--- config.mk ---
export PLATFORM = sky130hd
export DESIGN_NAME = fpu_ctrl_flat
export DESIGN_NICKNAME = d
export VERILOG_FILES = /design/src/rtl/fpu_ctrl_if.sv /design/src/rtl/fpu_ctrl.sv /design/src/flat_wrapper.sv
export SDC_FILE = /design/constraint.sdc
export NUM_CORES = 1
export LEC_CHECK = 0
export ABC_AREA = 1
export CAP_MARGIN = 20
export CORE_MARGIN = 5
export CORE_UTILIZATION = 39
export DETAILED_ROUTE_END_ITERATION = 7
export PLACE_DENSITY = 0.85
export SKIP_LAST_GASP = 1
export SLEW_MARGIN = 30
export SYNTH_ARGS = -nofsm -noshare
export SYNTH_HDL_FRONTEND = slang
export SYNTH_SLANG_ARGS = --single-unit
export TNS_END_PERCENT = 50
--- constraint.sdc ---
create_clock -name CLK -period 1.4 [get_ports CLK]
set_input_delay 0.35 -clock CLK [delete_from_list [all_inputs] [get_ports CLK]]
set_output_delay 0.35 -clock CLK [all_outputs]
set_load 0.02 [all_outputs]
--- src/rtl/fpu_ctrl_if.sv ---
`default_nettype none
`timescale 1ns/1ps
// ============================================================================
// Module      : fpu_ctrl_if
// Description : Bundle of decode, FPU issue/result and writeback signals
//               between the FP sequencing controller and its environment.
// Revision    : 1.0 - initial release
// ============================================================================
interface fpu_ctrl_if;
  // decode side
  logic        inst_valid;
  logic        is_fp;
  logic [3:0]  alu_op;
  logic [4:0]  rd;
  logic [31:0] src1;
  logic [31:0] src2;
  logic        stall;
  // FPU issue side
  logic        distinct;
  logic        AorF;
  logic [3:0]  ALUOp;
  logic [31:0] op1;
  logic [31:0] op2;
  // FPU result side
  logic [31:0] fpu_result;
  logic        fpu_valid;
  logic        AorF_;
  // register-file writeback
  logic        wb_en_f;
  logic        wb_en_i;
  logic [4:0]  wb_rd;
  logic [31:0] wb_data;
  // status
  logic [15:0] busy_cycles;
  logic        timeout;

  // controller view
  modport master (
    input  inst_valid, is_fp, alu_op, rd, src1, src2,
    input  fpu_result, fpu_valid, AorF_,
    output stall, distinct, AorF, ALUOp, op1, op2,
    output wb_en_f, wb_en_i, wb_rd, wb_data, busy_cycles, timeout
  );

  // environment view (decoder, FPU, register file)
  modport slave (
    output inst_valid, is_fp, alu_op, rd, src1, src2,
    output fpu_result, fpu_valid, AorF_,
    input  stall, distinct, AorF, ALUOp, op1, op2,
    input  wb_en_f, wb_en_i, wb_rd, wb_data, busy_cycles, timeout
  );
endinterface
`default_nettype wire

--- src/rtl/fpu_ctrl.sv ---
`default_nettype none
`timescale 1ns/1ps
// ============================================================================
// Module      : fpu_ctrl
// Description : Sequences one FP instruction at a time through the FPU:
//               latch, issue, wait for result (with timeout), write back,
//               drain. Stalls decode while an FP op is pending.
// Revision    : 1.0 - initial release
// ============================================================================
module fpu_ctrl #(
  parameter int TIMEOUT_CYCLES = 1023
) (
  input  logic        CLK,
  input  logic        reset,
  fpu_ctrl_if.master  bus
);

  localparam int              CNT_W    = $clog2(TIMEOUT_CYCLES + 1);
  localparam logic [CNT_W-1:0] CNT_LAST = CNT_W'(TIMEOUT_CYCLES - 1);

  typedef enum logic [2:0] {
    IDLE  = 3'd0,
    ISSUE = 3'd1,
    WAIT  = 3'd2,
    WB    = 3'd3,
    DRAIN = 3'd4
  } state_t;

  state_t             state_q, state_d;
  logic               distinct_q, distinct_d;
  logic               aorf_q, aorf_d;
  logic [3:0]         alu_op_q, alu_op_d;
  logic [31:0]        op1_q, op1_d;
  logic [31:0]        op2_q, op2_d;
  logic [4:0]         rd_q, rd_d;
  logic               wb_en_f_q, wb_en_f_d;
  logic               wb_en_i_q, wb_en_i_d;
  logic [4:0]         wb_rd_q, wb_rd_d;
  logic [31:0]        wb_data_q, wb_data_d;
  logic               timeout_q, timeout_d;
  logic [15:0]        busy_q, busy_d;
  logic [CNT_W-1:0]   wait_cnt_q, wait_cnt_d;

  logic               fp_req;
  logic               stall_now;

  assign fp_req = bus.inst_valid && bus.is_fp;

  // Stall is combinational so a new FP request in IDLE/DRAIN freezes decode
  // in the same cycle it appears; WB deliberately releases it.
  assign stall_now = (state_q == ISSUE) || (state_q == WAIT) ||
                     (fp_req && ((state_q == IDLE) || (state_q == DRAIN)));

  // Next-state and next-output computation for the sequencer.
  always_comb begin
    state_d    = state_q;
    distinct_d = 1'b0;
    aorf_d     = aorf_q;
    alu_op_d   = alu_op_q;
    op1_d      = op1_q;
    op2_d      = op2_q;
    rd_d       = rd_q;
    wb_en_f_d  = 1'b0;
    wb_en_i_d  = 1'b0;
    wb_rd_d    = wb_rd_q;
    wb_data_d  = wb_data_q;
    timeout_d  = timeout_q;
    wait_cnt_d = wait_cnt_q;
    busy_d     = (stall_now && (busy_q != 16'hFFFF)) ? busy_q + 16'd1 : busy_q;

    case (state_q)
      IDLE: begin
        aorf_d = 1'b0;
        if (fp_req) begin
          state_d    = ISSUE;
          alu_op_d   = bus.alu_op;
          op1_d      = bus.src1;
          op2_d      = bus.src2;
          rd_d       = bus.rd;
          distinct_d = 1'b1;
          aorf_d     = 1'b1;
        end
      end
      ISSUE: begin
        state_d    = WAIT;
        aorf_d     = 1'b1;
        wait_cnt_d = '0;
      end
      WAIT: begin
        if (bus.fpu_valid) begin
          state_d   = WB;
          aorf_d    = 1'b0;
          wb_data_d = bus.fpu_result;
          wb_en_f_d = bus.AorF_;
          wb_en_i_d = !bus.AorF_;
          wb_rd_d   = rd_q;
        end else if (wait_cnt_q == CNT_LAST) begin
          // abort: no writeback, straight to DRAIN
          state_d   = DRAIN;
          aorf_d    = 1'b0;
          timeout_d = 1'b1;
        end else begin
          aorf_d     = 1'b1;
          wait_cnt_d = wait_cnt_q + CNT_W'(1);
        end
      end
      WB: begin
        state_d = DRAIN;
        aorf_d  = 1'b0;
      end
      DRAIN: begin
        // a held-over fpu_valid is ignored here
        state_d = IDLE;
        aorf_d  = 1'b0;
      end
      default: begin
        state_d = IDLE;
        aorf_d  = 1'b0;
      end
    endcase
  end

  // Single state register: FSM state plus every registered output.
  always_ff @(posedge CLK) begin
    if (reset) begin
      state_q    <= IDLE;
      distinct_q <= 1'b0;
      aorf_q     <= 1'b0;
      alu_op_q   <= '0;
      op1_q      <= '0;
      op2_q      <= '0;
      rd_q       <= '0;
      wb_en_f_q  <= 1'b0;
      wb_en_i_q  <= 1'b0;
      wb_rd_q    <= '0;
      wb_data_q  <= '0;
      timeout_q  <= 1'b0;
      busy_q     <= '0;
      wait_cnt_q <= '0;
    end else begin
      state_q    <= state_d;
      distinct_q <= distinct_d;
      aorf_q     <= aorf_d;
      alu_op_q   <= alu_op_d;
      op1_q      <= op1_d;
      op2_q      <= op2_d;
      rd_q       <= rd_d;
      wb_en_f_q  <= wb_en_f_d;
      wb_en_i_q  <= wb_en_i_d;
      wb_rd_q    <= wb_rd_d;
      wb_data_q  <= wb_data_d;
      timeout_q  <= timeout_d;
      busy_q     <= busy_d;
      wait_cnt_q <= wait_cnt_d;
    end
  end

  assign bus.stall       = stall_now;
  assign bus.distinct    = distinct_q;
  assign bus.AorF        = aorf_q;
  assign bus.ALUOp       = alu_op_q;
  assign bus.op1         = op1_q;
  assign bus.op2         = op2_q;
  assign bus.wb_en_f     = wb_en_f_q;
  assign bus.wb_en_i     = wb_en_i_q;
  assign bus.wb_rd       = wb_rd_q;
  assign bus.wb_data     = wb_data_q;
  assign bus.timeout     = timeout_q;
  assign bus.busy_cycles = busy_q;

endmodule
`default_nettype wire

--- src/flat_wrapper.sv ---
// flat-port wrapper written by rule: the top's interface ports become plain ports
module fpu_ctrl_flat 
#(
  parameter int TIMEOUT_CYCLES = 1023
)
  (CLK, reset, bus_inst_valid, bus_is_fp, bus_alu_op, bus_rd, bus_src1, bus_src2, bus_fpu_result, bus_fpu_valid, bus_AorF_, bus_stall, bus_distinct, bus_AorF, bus_ALUOp, bus_op1, bus_op2, bus_wb_en_f, bus_wb_en_i, bus_wb_rd, bus_wb_data, bus_busy_cycles, bus_timeout);
  fpu_ctrl_if bus_i ();
  input  logic CLK;
  input  logic reset;
  input wire logic [$bits(bus_i.inst_valid)-1:0] bus_inst_valid;
  input wire logic [$bits(bus_i.is_fp)-1:0] bus_is_fp;
  input wire logic [$bits(bus_i.alu_op)-1:0] bus_alu_op;
  input wire logic [$bits(bus_i.rd)-1:0] bus_rd;
  input wire logic [$bits(bus_i.src1)-1:0] bus_src1;
  input wire logic [$bits(bus_i.src2)-1:0] bus_src2;
  input wire logic [$bits(bus_i.fpu_result)-1:0] bus_fpu_result;
  input wire logic [$bits(bus_i.fpu_valid)-1:0] bus_fpu_valid;
  input wire logic [$bits(bus_i.AorF_)-1:0] bus_AorF_;
  output wire logic [$bits(bus_i.stall)-1:0] bus_stall;
  output wire logic [$bits(bus_i.distinct)-1:0] bus_distinct;
  output wire logic [$bits(bus_i.AorF)-1:0] bus_AorF;
  output wire logic [$bits(bus_i.ALUOp)-1:0] bus_ALUOp;
  output wire logic [$bits(bus_i.op1)-1:0] bus_op1;
  output wire logic [$bits(bus_i.op2)-1:0] bus_op2;
  output wire logic [$bits(bus_i.wb_en_f)-1:0] bus_wb_en_f;
  output wire logic [$bits(bus_i.wb_en_i)-1:0] bus_wb_en_i;
  output wire logic [$bits(bus_i.wb_rd)-1:0] bus_wb_rd;
  output wire logic [$bits(bus_i.wb_data)-1:0] bus_wb_data;
  output wire logic [$bits(bus_i.busy_cycles)-1:0] bus_busy_cycles;
  output wire logic [$bits(bus_i.timeout)-1:0] bus_timeout;
  assign bus_i.inst_valid = bus_inst_valid;
  assign bus_i.is_fp = bus_is_fp;
  assign bus_i.alu_op = bus_alu_op;
  assign bus_i.rd = bus_rd;
  assign bus_i.src1 = bus_src1;
  assign bus_i.src2 = bus_src2;
  assign bus_i.fpu_result = bus_fpu_result;
  assign bus_i.fpu_valid = bus_fpu_valid;
  assign bus_i.AorF_ = bus_AorF_;
  assign bus_stall = bus_i.stall;
  assign bus_distinct = bus_i.distinct;
  assign bus_AorF = bus_i.AorF;
  assign bus_ALUOp = bus_i.ALUOp;
  assign bus_op1 = bus_i.op1;
  assign bus_op2 = bus_i.op2;
  assign bus_wb_en_f = bus_i.wb_en_f;
  assign bus_wb_en_i = bus_i.wb_en_i;
  assign bus_wb_rd = bus_i.wb_rd;
  assign bus_wb_data = bus_i.wb_data;
  assign bus_busy_cycles = bus_i.busy_cycles;
  assign bus_timeout = bus_i.timeout;
  fpu_ctrl #(.TIMEOUT_CYCLES(TIMEOUT_CYCLES)) u_core (.CLK(CLK), .reset(reset), .bus(bus_i));
endmodule
# --- Yosys cells after proc, flatten, opt, wreduce, memory -nomap -nowiden ---
# Index checks and enable logic that the tools add are counted.
classes:
  bitwise_logic: 3
  reduce_logical: 16
  n_mux: 11
  n_eq_ne: 10
  addsub: 2
op_table:
  columns: ["op", "count"]
  rows:
  - ["$mux W10", 2]
  - ["$pmux W10 S2", 1]
  - ["$add A16 B1 Y16 const B", 1]
  - ["$ne A16 B16 Y1 const B", 1]
  - ["$pmux W3 S4", 1]
  - ["$add A10 B1 Y10 const B", 1]
  - ["$eq A10 B10 Y1 const B", 1]
  - ["$mux W3", 3]
  - ["$eq A3 B2 Y1 const B", 2]
  - ["$reduce_and A2 Y1", 3]
  - ["$reduce_and A3 Y1", 2]
  - ["$ne A2 B2 Y1 const B", 2]
  - ["$eq A3 B1 Y1 const B", 1]
  - ["$eq A3 B3 Y1 const B", 1]
  - ["$logic_and A1 B1 Y1", 3]
  - ["$logic_not A3 Y1", 1]
  - ["$logic_or A1 B1 Y1", 3]
  - ["$mux W1", 3]
  - ["$ne A3 B3 Y1 const B", 1]
  - ["$not A1 Y1", 3]
  - ["$pmux W1 S3", 1]
  - ["$reduce_or A3 Y1", 1]
  - ["$ne A2 B1 Y1 const B", 1]
  - ["$reduce_bool A2 Y1", 1]
  - ["2 further kinds", 2]
totals:
  output_inout_bits: 127
  input_bits: 111
  wordCells: 56
  regBits: 144

# --- Depth between registers and ports, before layout ---
# Gate-level depths: netlist of run 1.
depth:
  depth_word: 5
  depth_mapped: 11
  mapped_depth_nobuf: 11

# --- Worst setup path before layout of run 1 ---
# OpenSTA, ideal clock, no wires.
synth_path:
  kind: "flip-flop to flip-flop"
  startpoint: "register u_core.busy_q[0], in the netlist u_core.bus.busy_cycles[0]"
  endpoint: "register u_core.busy_q[1], in the netlist u_core.bus.busy_cycles[1]"
  t_arrival_ps: 1568
  synth_period_minus_slack_ps: 1684
  setup_time_ps: 116
  path_stages_with_launch: 10
  path_slack_ps: -284
  required_time_ps: 1284
  path_buffers: 1
  path_cell_list: "dfxtp_1 ha_1 nand2_1 nor2_1 nand2_1 nor2_1 nor2_4 buf_4 nor2_1 nor2_1"
synth_via:
  elab_chain_len: 2
  elab_cells_between_ends: 3
  classes_between: "add/sub: 1; eq/ne: 1; reduce/logical: 1"
synth_rtl:
  columns: ["element", "line", "text"]
  rows:
  - ["start, declared", "fpu_ctrl.sv:41", "logic [15:0] busy_q, busy_d;"]
  - ["start signal, assigned", "fpu_ctrl.sv:153", "busy_q <= busy_d;"]
  - ["branches (longest 2 deep; another with $add A16 B1 Y16)", null, null]
# Several ways; the timed one is not identified.
# A chain may end at the register's enable or synchronous reset.

# --- Worst setup path in the final report of run 1 ---
layout_path:
  startpoint: "register u_core.state_q[1]"
  endpoint: "register u_core.op1_q[21], in the netlist u_core.bus.op1[21]"
layout_via:
  elab_chain_len: 2
layout_rtl:
  columns: ["element", "line", "text"]
  rows:
  - ["start, declared", "fpu_ctrl.sv:29", "state_t state_q, state_d;"]
  - ["start signal, assigned", "fpu_ctrl.sv:141", "state_q <= state_d;"]
  - ["$logic_not A3 Y1", "fpu_ctrl.sv:71", "case (state_q)"]
  - ["$reduce_and A2 Y1 (no line)", null, null]
  - ["end signal, assigned", "fpu_ctrl.sv:145", "op1_q <= op1_d;"]
  - ["end, declared", "fpu_ctrl.sv:33", "logic [31:0] op1_q, op1_d;"]
# No other way between the ends.

==> results of run 1 <==
[per-layer routing]
layer / wire [um] / part of all wire
met1: 7792 / 0.37
met2: 11080 / 0.52
met3: 1925 / 0.090
met4: 529 / 0.025
met5: 0 / 0
[flip-flops by register name, summed over array words and instances (netlist names), 3 cells and up]
| name | count |
|---|---|
| u_core.bus.wb_data | 32 |
| u_core.bus.op2 | 32 |
| u_core.state_q | 3 |
| u_core.bus.op1 | 32 |
| u_core.bus.ALUOp | 4 |
| u_core.bus.wb_rd | 5 |
| u_core.rd_q | 5 |
| u_core.wait_cnt_q | 10 |
| u_core.bus.busy_cycles | 16 |
[cells in the mapped netlist]
cell type and count:
a21oi_1 99, a31oi_1 2, and2_1 1, and3_1 1, buf_1 1, buf_2 7
buf_4 2, clkbuf_1 35, clkbuf_2 1, dfxtp_1 144, ha_1 3, inv_1 33
inv_2 3, nand2_1 156, nand2_2 2, nand3_1 89, nand3_2 3, nand4_1 6
nor2_1 105, nor2_4 2, nor3_1 5, nor3_4 1, nor3b_1 1, nor4_1 1
o21ai_0 43, o21ai_2 1, or2_1 1, xnor2_1 3, xor2_1 6
[report_power, final]
group          total, mW  switching [mW]  internal [mW]  leakage (nW)
sequential          4.77           0.244           4.52          1.18
clock               4.67            1.82           2.85         0.293
combinational       4.76            2.53           2.23          2.55
total               14.2            4.59           9.60          4.02
[final cells by class]
| type | instances | area, sq um |
|---|---|---|
| well taps | 184 | 230.2 |
| clock buffers | 19 | 442.9 |
| clock inverters | 13 | 160.2 |
| multi-input cells | 532 | 2944 |
| repair buffers | 326 | 3328 |
| flip-flops and latches | 144 | 2915 |
| inverters | 36 | 140.1 |
| fillers | 1006 | 4208 |
[kinds of logic after synthesis]
kind of cell | after synthesis | synth area share
AND/OR/NAND/NOR | 374 | 0.2831
adder cells (fa/ha/maj) | 3 | 0.006635
XOR/XNOR | 9 | 0.01393
buffers and inverters | 82 | 0.05749
AO/OA/AOI/OAI | 145 | 0.1294
flip-flops | 144 | 0.5095
[stage by stage]
stage	std cells	hold slack, ns	TNS (ns)
after global placement	1199	0.4460	-67.59
after CTS	1232	0.3871	-4.593
after global routing	1254	0.4324	-17.61
final	1254	0.4226	-7.321
after floorplan	757	0.4268	0
after detailed placement	1199	0.4511	-69.57
[worst max-delay path by stage]
stage                                             from                                       to  slack, ns
6_report                u_core.state_q[1]$_SDFFE_PP0P_          u_core.bus.op1[21]$_SDFFE_PP0P_      -0.17
5_1_grt                 u_core.state_q[1]$_SDFFE_PP0P_          u_core.bus.op2[28]$_SDFFE_PP0P_      -0.23
3_3_place_gp                                 bus_is_fp                                bus_stall      -0.73
3_5_place_dp                            bus_inst_valid                                bus_stall      -0.74
2_1_floorplan  u_core.bus.busy_cycles[12]$_SDFFE_PP0P_  u_core.bus.busy_cycles[13]$_SDFFE_PP0P_     0.0003
4_1_cts                 u_core.state_q[1]$_SDFFE_PP0P_                                bus_stall      -0.14
[cells in the final DEF (no fill, tap or decap), types with 5 or more instances in the layout]
cell | Yosys | routed
clkdlybuf4s15_2 | 0 | 90
nor2_1 | 105 | 90
dfxtp_2 | 0 | 14
nand2_2 | 2 | 18
inv_2 | 3 | 8
buf_6 | 0 | 18
nor2_4 | 2 | 11
clkdlybuf4s50_1 | 0 | 107
buf_12 | 0 | 10
nand4_1 | 6 | 6
o21ai_0 | 43 | 40
nand3_1 | 89 | 75
nand2_1 | 156 | 133
nand3_2 | 3 | 13
buf_4 | 2 | 57
dfxtp_1 | 144 | 126
a21oi_2 | 0 | 37
nand2_4 | 0 | 5
inv_1 | 33 | 26
buf_2 | 7 | 22
nor2_2 | 0 | 6
dlygate4sd2_1 | 0 | 14
xor2_1 | 6 | 5
a21oi_1 | 99 | 62
clkbuf_16 | 0 | 23
[tightest hold or removal path, delay by kind of cell]
kind | cells | cell delay (ns)
AO/OA/AOI/OAI | 1 | 0.05
buffers and inverters | 2 | 0.41
[timing repair]
item / in CTS / in global routing
setup endpoints to repair: 231 / 191
buffers inserted: 1 / 11
cloned: 0 / 11
hold endpoints to repair: 0 / 0
pin swaps: 6 / 43
resized for setup: 408 / 141
==> key figures, run 1 <==
Yosys
  • Ranking of synthesized cells by area: dfxtp_1 51%, nand2_1 10%, a21oi_1 8.8%
  • Post-synthesis cell area: 5658 sq um
  • Synth warn: 0
  • Yosys reg bits: 144
  • Net count after synthesis: 871
  • Library cells used by synthesis: 29
  • Synthesized area per cell: 7.474 sq um
  • Seq/Total Area, Yosys: 0.5095
  • Yosys top cell area share: 0.5095
  • Mapped Cells: 757
  • Synth area leader: dfxtp_1

Setup path
  • Critical Path, Cell by Cell: buf_4 -> nor3_4 -> buf_6 -> buf_12 -> nand2_8 -> clkbuf_16 -> nand2_1 -> a21oi_1
  • R2R depth: 8
  • Worst path top cell family by delay: buffers and inverters
  • R2R setup slack: -0.17 ns
  • CP required: 1.68 ns
  • Worst path arrival time: 1.84 ns
  • Startpoint Class: flop
  • Critical Path End Type: flop
  • WP depth: 8
  • Reg2Reg Launch Point: u_core.state_q[1]$_SDFFE_PP0P_
  • Max incr delay on CP: 0.37 ns
  • Buf/Inv on CP: 4
  • Worst-path fanout max: 5
  • Slowest stage cell, crit path: dfxtp_4
  • Kind of critical path: reg -> reg
  • RR Endpoint: u_core.bus.op1[21]$_SDFFE_PP0P_

CTS
  • # clock sinks: 144
  • Clock Pin Slew Worst Setup and Hold Paths: 0.06 ns
  • TritonCTS Buffers: 17
  • Clock Latency Late Sink: ~0.42 ns
  • CTS H-tree lvls: 4
  • Clock tree buffer depth: 2
  • CTS Hold Bufs: 0
  • Root Buffer: clkbuf_16
  • CTS tree: yes

Floorplanning
  • I/O pin count: 238
  • Rows: between 40 and 50
  • Starting density of the core: 0.3938
  • Die height: roughly 130 um
  • Core ar.: 14370 sq um
  • DIE WIDTH: 130.4 um
  • Die Area: roughly 17000 sq um

Drt
  • DRC Markers: 0
  • Routed Antenna Nets: 0
  • Starting DRT DRC Count: 331
  • Vias/cell: 5.104
  • Drt total wl: roughly 21 mm
  • Via Count: 6401
  • Wirelength per Cell: about 17 um
  • Pre-Repair DR Iteration Count: 5

Hold path
  • Hold_sp: reset
  • Type of the worst min-delay path: in -> reg
  • Hold path endpoint: u_core.bus.busy_cycles[3]$_SDFFE_PP0P_
  • Hold depth: 3

Run status
  • Failing checks: setup timing
  • Outcome: finished with violations

Timing
  • Fin crit period: 1.569 ns
  • Max-slew headroom: 0.7141
  • Worst slew pin tran: 0.4288 ns
  • Fin worst setup slack: -0.1691 ns
  • Fmax: 637.3 MHz
  • RSZ-0062 raised after global routing: yes
  • Period utilization: 1.121
  • Worst Clk Skew: about 0.01 ns
  • Finish-stage setup viols: 110
  • Final Hold Fails: 0
  • Fin. max-slew vios: 0

Global routing
  • Met2 Use GR: 0.3847
  • Initial antenna violation count: 0
  • Most Crowded Layer GR: met2
  • GR Overflow Total: 0
  • Total GRT Usage: 0.2178
  • GR Util met1: 0.2367
  • First-pass GRT wire length: 29.39 mm
  • Number of global-route vias before repair: 6094
  • Met3 Use GR: 0.09065
  • Largest net degree at the start of global routing: 78

Final layout
  • P&R area growth vs syn: 79.59%
  • Final Util: 0.7072
  • Diode count: 0
  • Nets: 1171
  • Cell area after layout: ~10000 sq um
  • Layout cells sized above 1: 0.3449

Power and ir drop
  • PD cells: 1397 nW/um^2
  • Leakage: 4.023 nW
  • Max rail drop VDD: approximately 1.1 mV
  • Overall Power: 14.19 mW

Flow run
  • Number of max-cap violations: 0

Placed design
  • RD Place Congestion: 0.8559
  • Port Buf Inserts: 237
  • Cell area after placement: 8705 sq um
  • Post-DP HPWL: 13.42 mm
  • Post-Place Worst Slack: -0.7429 ns
No activity file was read; power rests on OpenSTA's default activity.
==> inputs of run 2 (changes only) <==
--- a/config.mk
+++ b/config.mk
@@ -10,6 +10,7 @@
 export CORE_MARGIN = 5
 export CORE_UTILIZATION = 39
 export DETAILED_ROUTE_END_ITERATION = 7
+export HOLD_SLACK_MARGIN = 0.02
 export PLACE_DENSITY = 0.85
 export SKIP_LAST_GASP = 1
 export SLEW_MARGIN = 30
==> results of run 2 <==
Final layout, timing and power as in run 1 (identical DEF).
==> inputs of run 3 (changes only) <==
--- a/config.mk
+++ b/config.mk
@@ -13,7 +13,6 @@
 export HOLD_SLACK_MARGIN = 0.02
 export PLACE_DENSITY = 0.85
 export SKIP_LAST_GASP = 1
-export SLEW_MARGIN = 30
 export SYNTH_ARGS = -nofsm -noshare
 export SYNTH_HDL_FRONTEND = slang
 export SYNTH_SLANG_ARGS = --single-unit
==> results of run 3 <==
Final layout, timing and power as in run 1 (identical DEF).
